==> src/rtl/decode_stage_pipe_if.sv <==
// Fetch-to-decode handshake, decode-to-execute control bundle and status, seen from both sides.
// master = the decode stage itself; slave = the fetch/execute environment driving it.
interface decode_stage_pipe_if #(
    parameter int CNT_W = 8
);
    logic [31:0]      i_instr;
    logic             i_instr_vld;
    logic             o_instr_rdy;
    logic             i_flush;
    logic             o_ctrl_vld;
    logic             i_ctrl_rdy;
    logic [31:0]      o_instr;
    logic             o_pc_sel;
    logic             o_br_unsigned;
    logic             o_rd_wren_I;
    logic             o_op_a_sel;
    logic             o_op_b_sel;
    logic             o_mem_wren;
    logic             o_lsu_sel;
    logic             o_rd_wren_F;
    logic             o_reg_sel;
    logic [4:0]       o_alu_op;
    logic [2:0]       o_func;
    logic [2:0]       o_wb_sel;
    logic             o_insn_vld;
    logic             o_fp_busy;
    logic [CNT_W-1:0] o_illegal_cnt;

    modport master (
        input  i_instr, i_instr_vld, i_flush, i_ctrl_rdy,
        output o_instr_rdy, o_ctrl_vld, o_instr, o_pc_sel, o_br_unsigned, o_rd_wren_I,
               o_op_a_sel, o_op_b_sel, o_mem_wren, o_lsu_sel, o_rd_wren_F, o_reg_sel,
               o_alu_op, o_func, o_wb_sel, o_insn_vld, o_fp_busy, o_illegal_cnt
    );

    modport slave (
        output i_instr, i_instr_vld, i_flush, i_ctrl_rdy,
        input  o_instr_rdy, o_ctrl_vld, o_instr, o_pc_sel, o_br_unsigned, o_rd_wren_I,
               o_op_a_sel, o_op_b_sel, o_mem_wren, o_lsu_sel, o_rd_wren_F, o_reg_sel,
               o_alu_op, o_func, o_wb_sel, o_insn_vld, o_fp_busy, o_illegal_cnt
    );
endinterface

==> src/rtl/decode_stage_pipe.sv <==
// RV32I(+F) decode into one pipeline register; 1-cycle latency, no bubble under full flow.
// Ready drops while the held bundle is stalled by execute, an FP divide/sqrt is busy, or on flush.
module decode_stage_pipe #(
    parameter bit EN_F     = 1'b1,
    parameter int FDIV_LAT = 16,
    parameter int CNT_W    = 8
) (
    input  logic                i_clk,
    input  logic                i_rst_n,
    decode_stage_pipe_if.master pipe_if
);
    typedef struct packed {
        logic       pc_sel, br_unsigned, rd_wren_i, op_a_sel, op_b_sel;
        logic       mem_wren, lsu_sel, rd_wren_f, reg_sel;
        logic [4:0] alu_op;
        logic [2:0] func;
        logic [2:0] wb_sel;
        logic       insn_vld;
    } ctrl_t;

    localparam ctrl_t CTRL_SAFE = {9'b0, 5'd0, 3'b111, 3'b000, 1'b1};
    localparam int    BW        = (FDIV_LAT > 0) ? $clog2(FDIV_LAT + 1) : 1;

    localparam logic [4:0] OPC_LOAD  = 5'b00000, OPC_FLW    = 5'b00001, OPC_OPIMM = 5'b00100,
                           OPC_AUIPC = 5'b00101, OPC_STORE  = 5'b01000, OPC_FSW   = 5'b01001,
                           OPC_OP    = 5'b01100, OPC_LUI    = 5'b01101, OPC_OPFP  = 5'b10100,
                           OPC_BR    = 5'b11000, OPC_JALR   = 5'b11001, OPC_JAL   = 5'b11011;

    function automatic logic [4:0] alu_int(input logic [2:0] f3, input logic alt);
        case (f3)
            3'b000:  alu_int = alt ? 5'd1 : 5'd0;
            3'b001:  alu_int = 5'd7;
            3'b010:  alu_int = 5'd2;
            3'b011:  alu_int = 5'd3;
            3'b100:  alu_int = 5'd4;
            3'b101:  alu_int = alt ? 5'd9 : 5'd8;
            3'b110:  alu_int = 5'd5;
            default: alu_int = 5'd6;
        endcase
    endfunction

    ctrl_t            dec, ctrl_q, ctrl_d;
    logic             legal, accept, long_fp, fp_busy;
    logic [31:0]      ins, instr_q, instr_d;
    logic             vld_q, vld_d;
    logic [BW-1:0]    busy_q, busy_d;
    logic [CNT_W-1:0] cnt_q, cnt_d;
    logic [2:0]       f3;
    logic [6:0]       f7;
    logic [4:0]       f5;

    assign ins = pipe_if.i_instr;
    assign f3  = ins[14:12];
    assign f7  = ins[31:25];
    assign f5  = ins[31:27];

    always_comb begin
        dec   = CTRL_SAFE;
        legal = 1'b0;
        if (ins == 32'h0) begin
            legal = 1'b1;
        end else if (ins[1:0] == 2'b11) begin
            case (ins[6:2])
                OPC_OP: begin
                    legal = (f7 == 7'h00) || (f7 == 7'h20 && (f3 == 3'b000 || f3 == 3'b101));
                    dec.rd_wren_i = 1'b1; dec.wb_sel = 3'b001; dec.alu_op = alu_int(f3, f7[5]);
                end
                OPC_OPIMM: begin
                    legal = (f3 == 3'b001) ? (f7 == 7'h00) :
                            (f3 == 3'b101) ? (f7 == 7'h00 || f7 == 7'h20) : 1'b1;
                    dec.rd_wren_i = 1'b1; dec.op_b_sel = 1'b1; dec.wb_sel = 3'b001;
                    dec.alu_op = alu_int(f3, (f3 == 3'b101) && f7[5]);
                end
                OPC_LOAD: begin
                    legal = (f3 != 3'b011) && (f3 != 3'b110) && (f3 != 3'b111);
                    dec.rd_wren_i = 1'b1; dec.op_b_sel = 1'b1; dec.wb_sel = 3'b010; dec.func = f3;
                end
                OPC_STORE: begin
                    legal = (f3 <= 3'b010);
                    dec.mem_wren = 1'b1; dec.op_b_sel = 1'b1; dec.func = f3;
                end
                OPC_BR: begin
                    legal = (f3 != 3'b010) && (f3 != 3'b011);
                    dec.pc_sel = 1'b1; dec.op_a_sel = 1'b1; dec.op_b_sel = 1'b1;
                    dec.br_unsigned = (f3[2:1] == 2'b11);
                end
                OPC_JAL, OPC_JALR: begin
                    legal = (ins[6:2] == OPC_JAL) || (f3 == 3'b000);
                    dec.pc_sel = 1'b1; dec.rd_wren_i = 1'b1; dec.op_b_sel = 1'b1;
                    dec.op_a_sel = (ins[6:2] == OPC_JAL);
                end
                OPC_LUI, OPC_AUIPC: begin
                    legal = 1'b1;
                    dec.rd_wren_i = 1'b1; dec.op_b_sel = 1'b1; dec.wb_sel = 3'b001;
                    dec.op_a_sel = (ins[6:2] == OPC_AUIPC);
                    dec.alu_op = (ins[6:2] == OPC_LUI) ? 5'd15 : 5'd14;
                end
                OPC_FLW: if (EN_F) begin
                    legal = (f3 == 3'b010);
                    dec.op_b_sel = 1'b1; dec.func = 3'b010; dec.wb_sel = 3'b010;
                    dec.rd_wren_f = 1'b1; dec.reg_sel = 1'b1;
                end
                OPC_FSW: if (EN_F) begin
                    legal = (f3 == 3'b010);
                    dec.op_b_sel = 1'b1; dec.mem_wren = 1'b1; dec.func = 3'b010; dec.lsu_sel = 1'b1;
                end
                OPC_OPFP: if (EN_F) begin
                    // Default is an F-register result; compares/converts to int override below
                    dec.rd_wren_f = 1'b1; dec.reg_sel = 1'b1; dec.wb_sel = 3'b001;
                    case (f5)
                        5'b00000: begin legal = 1'b1; dec.alu_op = 5'd10; end
                        5'b00001: begin legal = 1'b1; dec.alu_op = 5'd11; end
                        5'b00010: begin legal = 1'b1; dec.alu_op = 5'd12; end
                        5'b00011: begin legal = 1'b1; dec.alu_op = 5'd13; end
                        5'b01011: begin legal = 1'b1; dec.alu_op = 5'd16; end
                        5'b00100: begin legal = (f3 <= 3'b010); dec.alu_op = 5'd17 + {2'b00, f3}; end
                        5'b00101: begin legal = (f3 <= 3'b001); dec.alu_op = 5'd20 + {2'b00, f3}; end
                        5'b11010: begin legal = 1'b1; dec.alu_op = ins[20] ? 5'd26 : 5'd25; end
                        5'b11110: begin legal = (f3 == 3'b000); dec.wb_sel = 3'b011; end
                        5'b11000, 5'b10100, 5'b11100: begin
                            dec.rd_wren_f = 1'b0; dec.reg_sel = 1'b0; dec.rd_wren_i = 1'b1;
                            if (f5 == 5'b11000) begin
                                legal = 1'b1; dec.alu_op = ins[20] ? 5'd23 : 5'd22;
                            end else if (f5 == 5'b10100) begin
                                legal = (f3 <= 3'b010); dec.alu_op = 5'd27 + {2'b00, f3};
                            end else begin
                                legal = (f3 <= 3'b001);
                                if (f3 == 3'b000) dec.wb_sel = 3'b100;
                                else dec.alu_op = 5'd24;
                            end
                        end
                        default: ;
                    endcase
                end
                default: ;
            endcase
        end
        if (!legal) dec = CTRL_SAFE;
        dec.insn_vld = legal;
    end

    assign fp_busy             = (busy_q != '0);
    assign long_fp             = (dec.alu_op == 5'd13) || (dec.alu_op == 5'd16);
    assign pipe_if.o_instr_rdy = !pipe_if.i_flush && !fp_busy && (!vld_q || pipe_if.i_ctrl_rdy);
    assign accept              = pipe_if.i_instr_vld && pipe_if.o_instr_rdy;

    always_comb begin
        vld_d   = vld_q;
        ctrl_d  = ctrl_q;
        instr_d = instr_q;
        busy_d  = busy_q;
        cnt_d   = cnt_q;
        if (fp_busy) busy_d = busy_q - BW'(1);
        if (pipe_if.i_flush) begin
            vld_d  = 1'b0;
            busy_d = '0;
        end else if (accept) begin
            vld_d   = 1'b1;
            ctrl_d  = dec;
            instr_d = ins;
            if (long_fp && FDIV_LAT > 0) busy_d = BW'(FDIV_LAT);
            if (!dec.insn_vld && cnt_q != '1) cnt_d = cnt_q + CNT_W'(1);
        end else if (pipe_if.i_ctrl_rdy) begin
            vld_d = 1'b0;
        end
    end

    always_ff @(posedge i_clk or negedge i_rst_n) begin
        if (!i_rst_n) begin
            vld_q   <= 1'b0;
            ctrl_q  <= CTRL_SAFE;
            instr_q <= '0;
            busy_q  <= '0;
            cnt_q   <= '0;
        end else begin
            vld_q   <= vld_d;
            ctrl_q  <= ctrl_d;
            instr_q <= instr_d;
            busy_q  <= busy_d;
            cnt_q   <= cnt_d;
        end
    end

    assign pipe_if.o_ctrl_vld    = vld_q;
    assign pipe_if.o_instr       = instr_q;
    assign pipe_if.o_pc_sel      = ctrl_q.pc_sel;
    assign pipe_if.o_br_unsigned = ctrl_q.br_unsigned;
    assign pipe_if.o_rd_wren_I   = ctrl_q.rd_wren_i;
    assign pipe_if.o_op_a_sel    = ctrl_q.op_a_sel;
    assign pipe_if.o_op_b_sel    = ctrl_q.op_b_sel;
    assign pipe_if.o_mem_wren    = ctrl_q.mem_wren;
    assign pipe_if.o_lsu_sel     = ctrl_q.lsu_sel;
    assign pipe_if.o_rd_wren_F   = ctrl_q.rd_wren_f;
    assign pipe_if.o_reg_sel     = ctrl_q.reg_sel;
    assign pipe_if.o_alu_op      = ctrl_q.alu_op;
    assign pipe_if.o_func        = ctrl_q.func;
    assign pipe_if.o_wb_sel      = ctrl_q.wb_sel;
    assign pipe_if.o_insn_vld    = ctrl_q.insn_vld;
    assign pipe_if.o_fp_busy     = fp_busy;
    assign pipe_if.o_illegal_cnt = cnt_q;
endmodule

==> src/flat_wrapper.sv <==
// flat-port wrapper written by rule: the top's interface ports become plain ports
module decode_stage_pipe_flat 
#(
    parameter bit EN_F     = 1'b1,
    parameter int FDIV_LAT = 16,
    parameter int CNT_W    = 8
)
  (i_clk, i_rst_n, pipe_if_i_instr, pipe_if_i_instr_vld, pipe_if_i_flush, pipe_if_i_ctrl_rdy, pipe_if_o_instr_rdy, pipe_if_o_ctrl_vld, pipe_if_o_instr, pipe_if_o_pc_sel, pipe_if_o_br_unsigned, pipe_if_o_rd_wren_I, pipe_if_o_op_a_sel, pipe_if_o_op_b_sel, pipe_if_o_mem_wren, pipe_if_o_lsu_sel, pipe_if_o_rd_wren_F, pipe_if_o_reg_sel, pipe_if_o_alu_op, pipe_if_o_func, pipe_if_o_wb_sel, pipe_if_o_insn_vld, pipe_if_o_fp_busy, pipe_if_o_illegal_cnt);
  decode_stage_pipe_if #(.CNT_W(CNT_W)) pipe_if_i ();
  input  logic i_clk;
  input  logic i_rst_n;
  input wire logic [$bits(pipe_if_i.i_instr)-1:0] pipe_if_i_instr;
  input wire logic [$bits(pipe_if_i.i_instr_vld)-1:0] pipe_if_i_instr_vld;
  input wire logic [$bits(pipe_if_i.i_flush)-1:0] pipe_if_i_flush;
  input wire logic [$bits(pipe_if_i.i_ctrl_rdy)-1:0] pipe_if_i_ctrl_rdy;
  output wire logic [$bits(pipe_if_i.o_instr_rdy)-1:0] pipe_if_o_instr_rdy;
  output wire logic [$bits(pipe_if_i.o_ctrl_vld)-1:0] pipe_if_o_ctrl_vld;
  output wire logic [$bits(pipe_if_i.o_instr)-1:0] pipe_if_o_instr;
  output wire logic [$bits(pipe_if_i.o_pc_sel)-1:0] pipe_if_o_pc_sel;
  output wire logic [$bits(pipe_if_i.o_br_unsigned)-1:0] pipe_if_o_br_unsigned;
  output wire logic [$bits(pipe_if_i.o_rd_wren_I)-1:0] pipe_if_o_rd_wren_I;
  output wire logic [$bits(pipe_if_i.o_op_a_sel)-1:0] pipe_if_o_op_a_sel;
  output wire logic [$bits(pipe_if_i.o_op_b_sel)-1:0] pipe_if_o_op_b_sel;
  output wire logic [$bits(pipe_if_i.o_mem_wren)-1:0] pipe_if_o_mem_wren;
  output wire logic [$bits(pipe_if_i.o_lsu_sel)-1:0] pipe_if_o_lsu_sel;
  output wire logic [$bits(pipe_if_i.o_rd_wren_F)-1:0] pipe_if_o_rd_wren_F;
  output wire logic [$bits(pipe_if_i.o_reg_sel)-1:0] pipe_if_o_reg_sel;
  output wire logic [$bits(pipe_if_i.o_alu_op)-1:0] pipe_if_o_alu_op;
  output wire logic [$bits(pipe_if_i.o_func)-1:0] pipe_if_o_func;
  output wire logic [$bits(pipe_if_i.o_wb_sel)-1:0] pipe_if_o_wb_sel;
  output wire logic [$bits(pipe_if_i.o_insn_vld)-1:0] pipe_if_o_insn_vld;
  output wire logic [$bits(pipe_if_i.o_fp_busy)-1:0] pipe_if_o_fp_busy;
  output wire logic [$bits(pipe_if_i.o_illegal_cnt)-1:0] pipe_if_o_illegal_cnt;
  assign pipe_if_i.i_instr = pipe_if_i_instr;
  assign pipe_if_i.i_instr_vld = pipe_if_i_instr_vld;
  assign pipe_if_i.i_flush = pipe_if_i_flush;
  assign pipe_if_i.i_ctrl_rdy = pipe_if_i_ctrl_rdy;
  assign pipe_if_o_instr_rdy = pipe_if_i.o_instr_rdy;
  assign pipe_if_o_ctrl_vld = pipe_if_i.o_ctrl_vld;
  assign pipe_if_o_instr = pipe_if_i.o_instr;
  assign pipe_if_o_pc_sel = pipe_if_i.o_pc_sel;
  assign pipe_if_o_br_unsigned = pipe_if_i.o_br_unsigned;
  assign pipe_if_o_rd_wren_I = pipe_if_i.o_rd_wren_I;
  assign pipe_if_o_op_a_sel = pipe_if_i.o_op_a_sel;
  assign pipe_if_o_op_b_sel = pipe_if_i.o_op_b_sel;
  assign pipe_if_o_mem_wren = pipe_if_i.o_mem_wren;
  assign pipe_if_o_lsu_sel = pipe_if_i.o_lsu_sel;
  assign pipe_if_o_rd_wren_F = pipe_if_i.o_rd_wren_F;
  assign pipe_if_o_reg_sel = pipe_if_i.o_reg_sel;
  assign pipe_if_o_alu_op = pipe_if_i.o_alu_op;
  assign pipe_if_o_func = pipe_if_i.o_func;
  assign pipe_if_o_wb_sel = pipe_if_i.o_wb_sel;
  assign pipe_if_o_insn_vld = pipe_if_i.o_insn_vld;
  assign pipe_if_o_fp_busy = pipe_if_i.o_fp_busy;
  assign pipe_if_o_illegal_cnt = pipe_if_i.o_illegal_cnt;
  decode_stage_pipe #(.EN_F(EN_F), .FDIV_LAT(FDIV_LAT), .CNT_W(CNT_W)) u_core (.i_clk(i_clk), .i_rst_n(i_rst_n), .pipe_if(pipe_if_i));
endmodule
==> config.mk <==
export PLATFORM = sky130hd
export DESIGN_NAME = decode_stage_pipe_flat
export DESIGN_NICKNAME = d
export VERILOG_FILES = /design/src/rtl/decode_stage_pipe_if.sv /design/src/rtl/decode_stage_pipe.sv /design/src/flat_wrapper.sv
export SDC_FILE = /design/constraint.sdc
export NUM_CORES = 1
export LEC_CHECK = 0
export ABC_CLOCK_PERIOD_IN_PS = 2200
export BUFFER_PORTS_ARGS = -buffer_cell sky130_fd_sc_hd__clkbuf_2
export CAP_MARGIN = 20
export CORE_ASPECT_RATIO = 1.25
export CORE_MARGIN = 2
export CORE_UTILIZATION = 49
export CTS_BUF_LIST = sky130_fd_sc_hd__clkbuf_4 sky130_fd_sc_hd__clkbuf_8
export DETAILED_ROUTE_END_ITERATION = 8
export GPL_TIMING_DRIVEN = 0
export PLACE_DENSITY = 0.9
export REMOVE_ABC_BUFFERS = 1
export SLEW_MARGIN = 20
export SYNTH_ARGS = -nofsm -noshare
export SYNTH_HDL_FRONTEND = slang
export SYNTH_SLANG_ARGS = --single-unit
==> constraint.sdc <==
create_clock -name i_clk -period 2.2 [get_ports i_clk]
set_input_delay 0.44 -clock i_clk [delete_from_list [all_inputs] [get_ports i_clk]]
set_output_delay 0.44 -clock i_clk [all_outputs]
set_load 0.03 [all_outputs]
# Word-level counts from Yosys, hierarchy flattened
# Index checks and enable logic that the tools add are counted.
# op_classes
addsub	5
muxes	48
bitwise	1
reduce_logical	40
magnitude_cmp	2
eq_ne	38
# op_table
operator	count
$pmux W5 S7	2
$eq A5 B5 Y1 const B	10
$pmux W5 S9	1
$mux W20	2
$mux W5	7
$logic_not A32 Y1	1
$eq A5 B4 Y1 const B	6
$mux W1	21
$mux W21	1
$eq A5 B3 Y1 const B	4
$pmux W5 S4	1
$pmux W3 S2	2
$reduce_or A2 Y1	6
$add A5 B3 Y5 const A	2
$eq A5 B1 Y1 const B	2
$eq A5 B2 Y1 const B	2
$logic_not A5 Y1	2
$reduce_or A10 Y1	1
$eq A3 B3 Y1 const B	3
$logic_and A1 B1 Y1	9
$mux W3	3
$pmux W1 S9	1
$pmux W3 S3	1
$add A8 B1 Y8 const B	1
other kinds (29)	43
# totals
elab_cells	151
reg_bits	67

# Depth between registers and ports, before layout
# logic_depth
ltp_word	14
ltp_mapped	11
depth_no_buf	11

# Worst setup path before layout
# OpenSTA, ideal clock, no wires.
# synth_timing
path_kind	reg-to-reg
from	register u_core.busy_q[0]
to	register u_core.cnt_q[7], in the netlist u_core.pipe_if.o_illegal_cnt[7]
period_less_slack_ns	3.327
setup_slack_ns	-1.127
n_path_buf	0
arrival_ns	3.193
path_stages_with_launch	12
cell_sequence	dfrtp_1 -> inv_1 -> ha_1 -> nand2_1 -> nor2_1 -> inv_1 -> nor3b_1 -> nand2_1 -> a41o_1 -> nor3_1 -> nand4_1 -> xnor2_1
# synth_between
elab_chain_cells	6
# synth_rtl
element	line	rtl
start, declared	decode_stage_pipe.sv:46	logic [BW-1:0] busy_q, busy_d;
start signal, assigned	decode_stage_pipe.sv:179	busy_q <= busy_d;
$reduce_bool A5 Y1	decode_stage_pipe.sv:142	assign fp_busy = (busy_q != '0);
via pipe_if_o_fp_busy	flat_wrapper.sv:32	output wire logic [$bits(pipe_if_i.o_fp_busy)-1:0] pipe_if_o_fp_busy;
$logic_not A1 Y1	decode_stage_pipe.sv:144	assign pipe_if.o_instr_rdy = !pipe_if.i_flush && !fp_busy && (!vld_q || pipe_if.i_ctrl_rdy);
$logic_and A1 B1 Y1 (2 in series)	decode_stage_pipe.sv:144	
via pipe_if_o_instr_rdy	flat_wrapper.sv:16	output wire logic [$bits(pipe_if_i.o_instr_rdy)-1:0] pipe_if_o_instr_rdy;
$logic_and A1 B1 Y1	decode_stage_pipe.sv:145	assign accept = pipe_if.i_instr_vld && pipe_if.o_instr_rdy;
$reduce_and A3 Y1 (no source line)	-	
end signal, assigned	decode_stage_pipe.sv:180	cnt_q <= cnt_d;
end, declared	decode_stage_pipe.sv:47	logic [CNT_W-1:0] cnt_q, cnt_d;
# The timed path passes the listed nets, and every way through them passes these cells.
# A chain may end at the register's enable or synchronous reset.

# Final worst setup path
# layout_timing
from	input port pipe_if_i_instr[5]
to	register u_core.busy_q[4]
# layout_between
elab_chain_cells	11
# layout_rtl
element	line	rtl
start, declared	flat_wrapper.sv:12	input wire logic [$bits(pipe_if_i.i_instr)-1:0] pipe_if_i_instr;
$eq A5 B4 Y1, or another cell as far along	decode_stage_pipe.sv:63	case (ins[6:2])
$reduce_or A2 Y1 (no source line), or another cell as far along	-	
$pmux W1 S9 or $pmux W5 S4 (tied branches)	decode_stage_pipe.sv:63	
$mux W1 or $mux W20 (tied branches)	decode_stage_pipe.sv:62	end else if (ins[1:0] == 2'b11) begin
$mux W1 or $mux W20 (tied branches)	decode_stage_pipe.sv:60	if (ins == 32'h0) begin
$mux W21 *	decode_stage_pipe.sv:138	if (!legal) dec = CTRL_SAFE;
$eq A5 B4 Y1 or $eq A5 B5 Y1 (tied branches)	decode_stage_pipe.sv:143	assign long_fp = (dec.alu_op == 5'd13) || (dec.alu_op == 5'd16);
$logic_or A1 B1 Y1 *	decode_stage_pipe.sv:143	
$mux W5 *	decode_stage_pipe.sv:161	if (long_fp && FDIV_LAT > 0) busy_d = BW'(FDIV_LAT);
$mux W5 *	decode_stage_pipe.sv:157	end else if (accept) begin
$mux W5 *	decode_stage_pipe.sv:154	if (pipe_if.i_flush) begin
via u_core.busy_d[4]	decode_stage_pipe.sv:46	
# Mark *: on every way through the listed nets, which the timed path passes. The rest lies on a longest branch.

==> run_results.csv <==
group,metric,value,unit
final_layout,fin_nets,600,
sta,setup_ws,-0.217,ns
die,dieHeight,101,um
worst_setup_path,arrival,2.72,ns
final_layout,area_growth,41.8,%
grt,grt_max_degree,39,
final_layout,design_area,5220,um2
logic_synthesis,synth_edf_count,0,
route,detail_route.vias_per_cell,6.33,
pwr,peakVddDrop,820,uV
final_layout,diodes,0,
clock_tree,clkTransAtPathRegs,0.09,ns
worst_setup_path,r2r-start,"u_core.busy_q[0]",
route,wl,12800,um
pwr,total_power,5360,uW
sta,tightest_slew,0.601,ns
die,die_area,8230,um2
route,wire_per_inst,19.7,um
die,die_x,81.5,um
clock_tree,clk_latency,0.37,ns
grt,antenna_found_initial,0,
logic_synthesis,yosysSeqAreaShare,45.0,%
logic_synthesis,synthSimpleGateAreaFrac,25.3,%
die,coreArea,7310,um2
route,vias,4112,
worst_setup_path,reg2reg_slack,0.02,ns
sta,setup_viol,27,
route,drc,0,
sta,fin_skew,0.0108,ns
final_layout,layout.cells.non_filler,650,
logic_synthesis,synth.cell_area,3680,um2
place,hpwl,7060,um
sta,hold_viol,0,
job,maxCapViolCount,0,
logic_synthesis,syn_avg_cell_area,8.64,um2
logic_synthesis,synthAdderAreaFrac,3.40,%
grt,grt_pass1_vias,3704,
run_status,status,"complete, but fails checks",
logic_synthesis,synth_mux_area_share,0.884,%
worst_setup_path,reg2reg_depth,11,
final_layout,utilization,71.4,%
logic_synthesis,async_flop_share,100,%
logic_synthesis,yosys_register_bits,66,
place,place_ws,-1.62,ns
worst_setup_path,start_kind,"input pin",
sta,finalCritPeriodShare,110,%
pwr,power_leakage,0.00247,uW
route,drtAntennaViolNets,0,
clock_tree,ctsHoldBuffers,0,
worst_setup_path,critPathRequiredTime,2.51,ns
grt,grt_overflow,0,
place,placedCellCount,593,
final_layout,layout_common_cells,"nand2_1, clkbuf_2, dfrtp_1",
sta,min_period,2.42,ns
clock_tree,tritoncts,"done",
min_path,worstHoldPathType,"in -> async",
logic_synthesis,synth-xor-area-share,2.62,%
sta,grt_setup_unrepaired,"true",
route,drt-pass1-iter-count,8,
clock_tree,root_buffer,"clkbuf_8",
place,io_buffers,100,
die,rows,35,
grt,grt_use_total,29.4,%
worst_setup_path,r2r_end,"u_core.pipe_if.o_illegal_cnt[7]",
sta,maxSlewHeadroom,59.7,%
sta,fmax,414,MHz
grt,grt_pass1_wl,18400,um
logic_synthesis,yosysUniqueCellTypes,64,
worst_setup_path,endpoint_kind,"register",
logic_synthesis,synth-compound-area-share,18.4,%
clock_tree,cts_inserted_buffers,9,
logic_synthesis,synth_ff_type,"dfrtp_1",
run_status,violations,"setup timing",
route,drt-initial-drc-count,711,
place,gp_congestion,0.952,
clock_tree,htreeDepth,3,
final_layout,layout_commonest_cell,"nand2_1",
place,dpl-instance-area,4230,um2
worst_setup_path,critPathKind,"in -> reg",
worst_setup_path,crit_fanout,3,
clock_tree,cts.path.max_buffers,2,
logic_synthesis,synth_cells,426,
final_layout,drive_above_1_share,39.4,%
pwr,cellPowerDensity,1030,nW/um2
logic_synthesis,synth_top_family_by_area,"simple AND/OR/NAND/NOR gates",
die,io_pins,101,
logic_synthesis,ys_warn_count,0,
sta,finalMaxSlewViolations,0,
die,start_util,50.3,%
clock_tree,cts.sinks,66,
## critical path: stages
cell and delay [ns]:
clkbuf_16 0.12, or3b_4 0.40, nor3b_4 0.25, and3_4 0.25, a22oi_2 0.11, or4_4 0.58
a2111oi_4 0.41, o21ba_1 0.16
## flip-flops by register name, indices dropped and copies added (netlist names)
register                      cells
u_core.pipe_if.o_ctrl_vld         1
u_core.pipe_if.o_instr           32
u_core.pipe_if.o_lsu_sel          1
u_core.pipe_if.o_illegal_cnt      8
u_core.pipe_if.o_br_unsigned      1
u_core.pipe_if.o_op_b_sel         1
u_core.pipe_if.o_rd_wren_I        1
u_core.pipe_if.o_pc_sel           1
u_core.pipe_if.o_reg_sel          1
u_core.pipe_if.o_insn_vld         1
u_core.busy_q                     5
u_core.pipe_if.o_op_a_sel         1
u_core.pipe_if.o_alu_op           5
u_core.pipe_if.o_func             3
u_core.pipe_if.o_mem_wren         1
u_core.pipe_if.o_wb_sel           3
## where the power goes
group / internal (uW) / switching [uW]
combinational: 863 / 1690
sequential: 1590 / 252
clock: 415 / 547
total: 2870 / 2490
## synth_stat cells, drive strengths merged (4+ instances only)
cell type | number | area (um2)
nor2b | 5 | 31.3
nand2b | 6 | 37.5
nor4 | 7 | 43.8
buf | 6 | 31.3
a31oi | 5 | 31.3
nand2 | 108 | 405
and3 | 4 | 30.0
o31ai | 5 | 37.5
ha | 10 | 125
o21ai | 19 | 95.1
nor2 | 34 | 128
nor3 | 13 | 65.1
a22o | 8 | 70.1
o22ai | 4 | 25.0
dfstp | 4 | 105
xnor2 | 10 | 87.6
a21oi | 15 | 75.1
dfrtp | 62 | 1550
inv | 14 | 52.6
nand3 | 8 | 40.0
nand4 | 4 | 25.0
clkbuf | 21 | 78.8
## metal layers
| metal | share of wire, % | up-vias | track usage [%] |
|---|---|---|---|
| met5 | 0 | - | 0 |
| met4 | 7.2 | 0 | 16.4 |
| met3 | 9.2 | 103 | 5.73 |
| met2 | 49 | 319 | 47.6 |
| met1 | 34 | 1933 | 36.4 |
| li1 | - | 1757 | - |
## repair_timing
| action | 4_1_cts | 5_1_grt |
|---|---|---|
| gates resized for setup | 66 | 49 |
| endpoints found under the setup margin | 65 | 32 |
| setup buffers | 24 | 13 |
| pin swaps | 20 | 23 |
| gates cloned | 3 | 1 |
## cell families after synthesis
family                   Yosys count
buffers and inverters             41
XOR/XNOR                          11
AND/OR/NAND/NOR                  203
adder cells (fa/ha/maj)           10
AO/OA/AOI/OAI                     92
multiplexers                       3
flip-flops                        66
## area by class of cell
cell class / count / area (um2)
Multi-Input combinational cell: 322 / 2210
Inverter: 14 / 80.1
Timing Repair Buffer: 140 / 978
Tap cell: 92 / 115
Clock inverter: 7 / 55.1
Fill cell: 469 / 2090
Clock buffer: 9 / 124
Sequential cell: 66 / 1660
## metrics by stage
stage	hold slack [ns]	TNS (ns)
2_1_floorplan	0.144	-96.28
5_1_grt	0.0383	-3.62
3_5_place_dp	0.426	-49.89
3_3_place_gp	0.459	-74.53
6_report	0.0184	-2.70
4_1_cts	0.0331	-1.43
## worst max-delay path by stage
| stage | startpoint | end | slack [ns] | cells after the start |
|---|---|---|---|---|
| floorplan | u_core.busy_q[0] | u_core.pipe_if.o_wb_sel[2] | -2.07 | 10 |
| global placement | u_core.busy_q[0] | u_core.pipe_if.o_wb_sel[2] | -1.95 | 10 |
| detailed placement | pipe_if_i_instr[13] | u_core.pipe_if.o_wb_sel[2] | -1.62 | 10 |
| CTS | pipe_if_i_instr[5] | u_core.busy_q[4] | -0.21 | 8 |
| global route | pipe_if_i_instr[5] | u_core.busy_q[0] | -0.28 | 8 |
| finish | pipe_if_i_instr[5] | u_core.busy_q[4] | -0.22 | 8 |
Power figures use the tool's default switching activity.
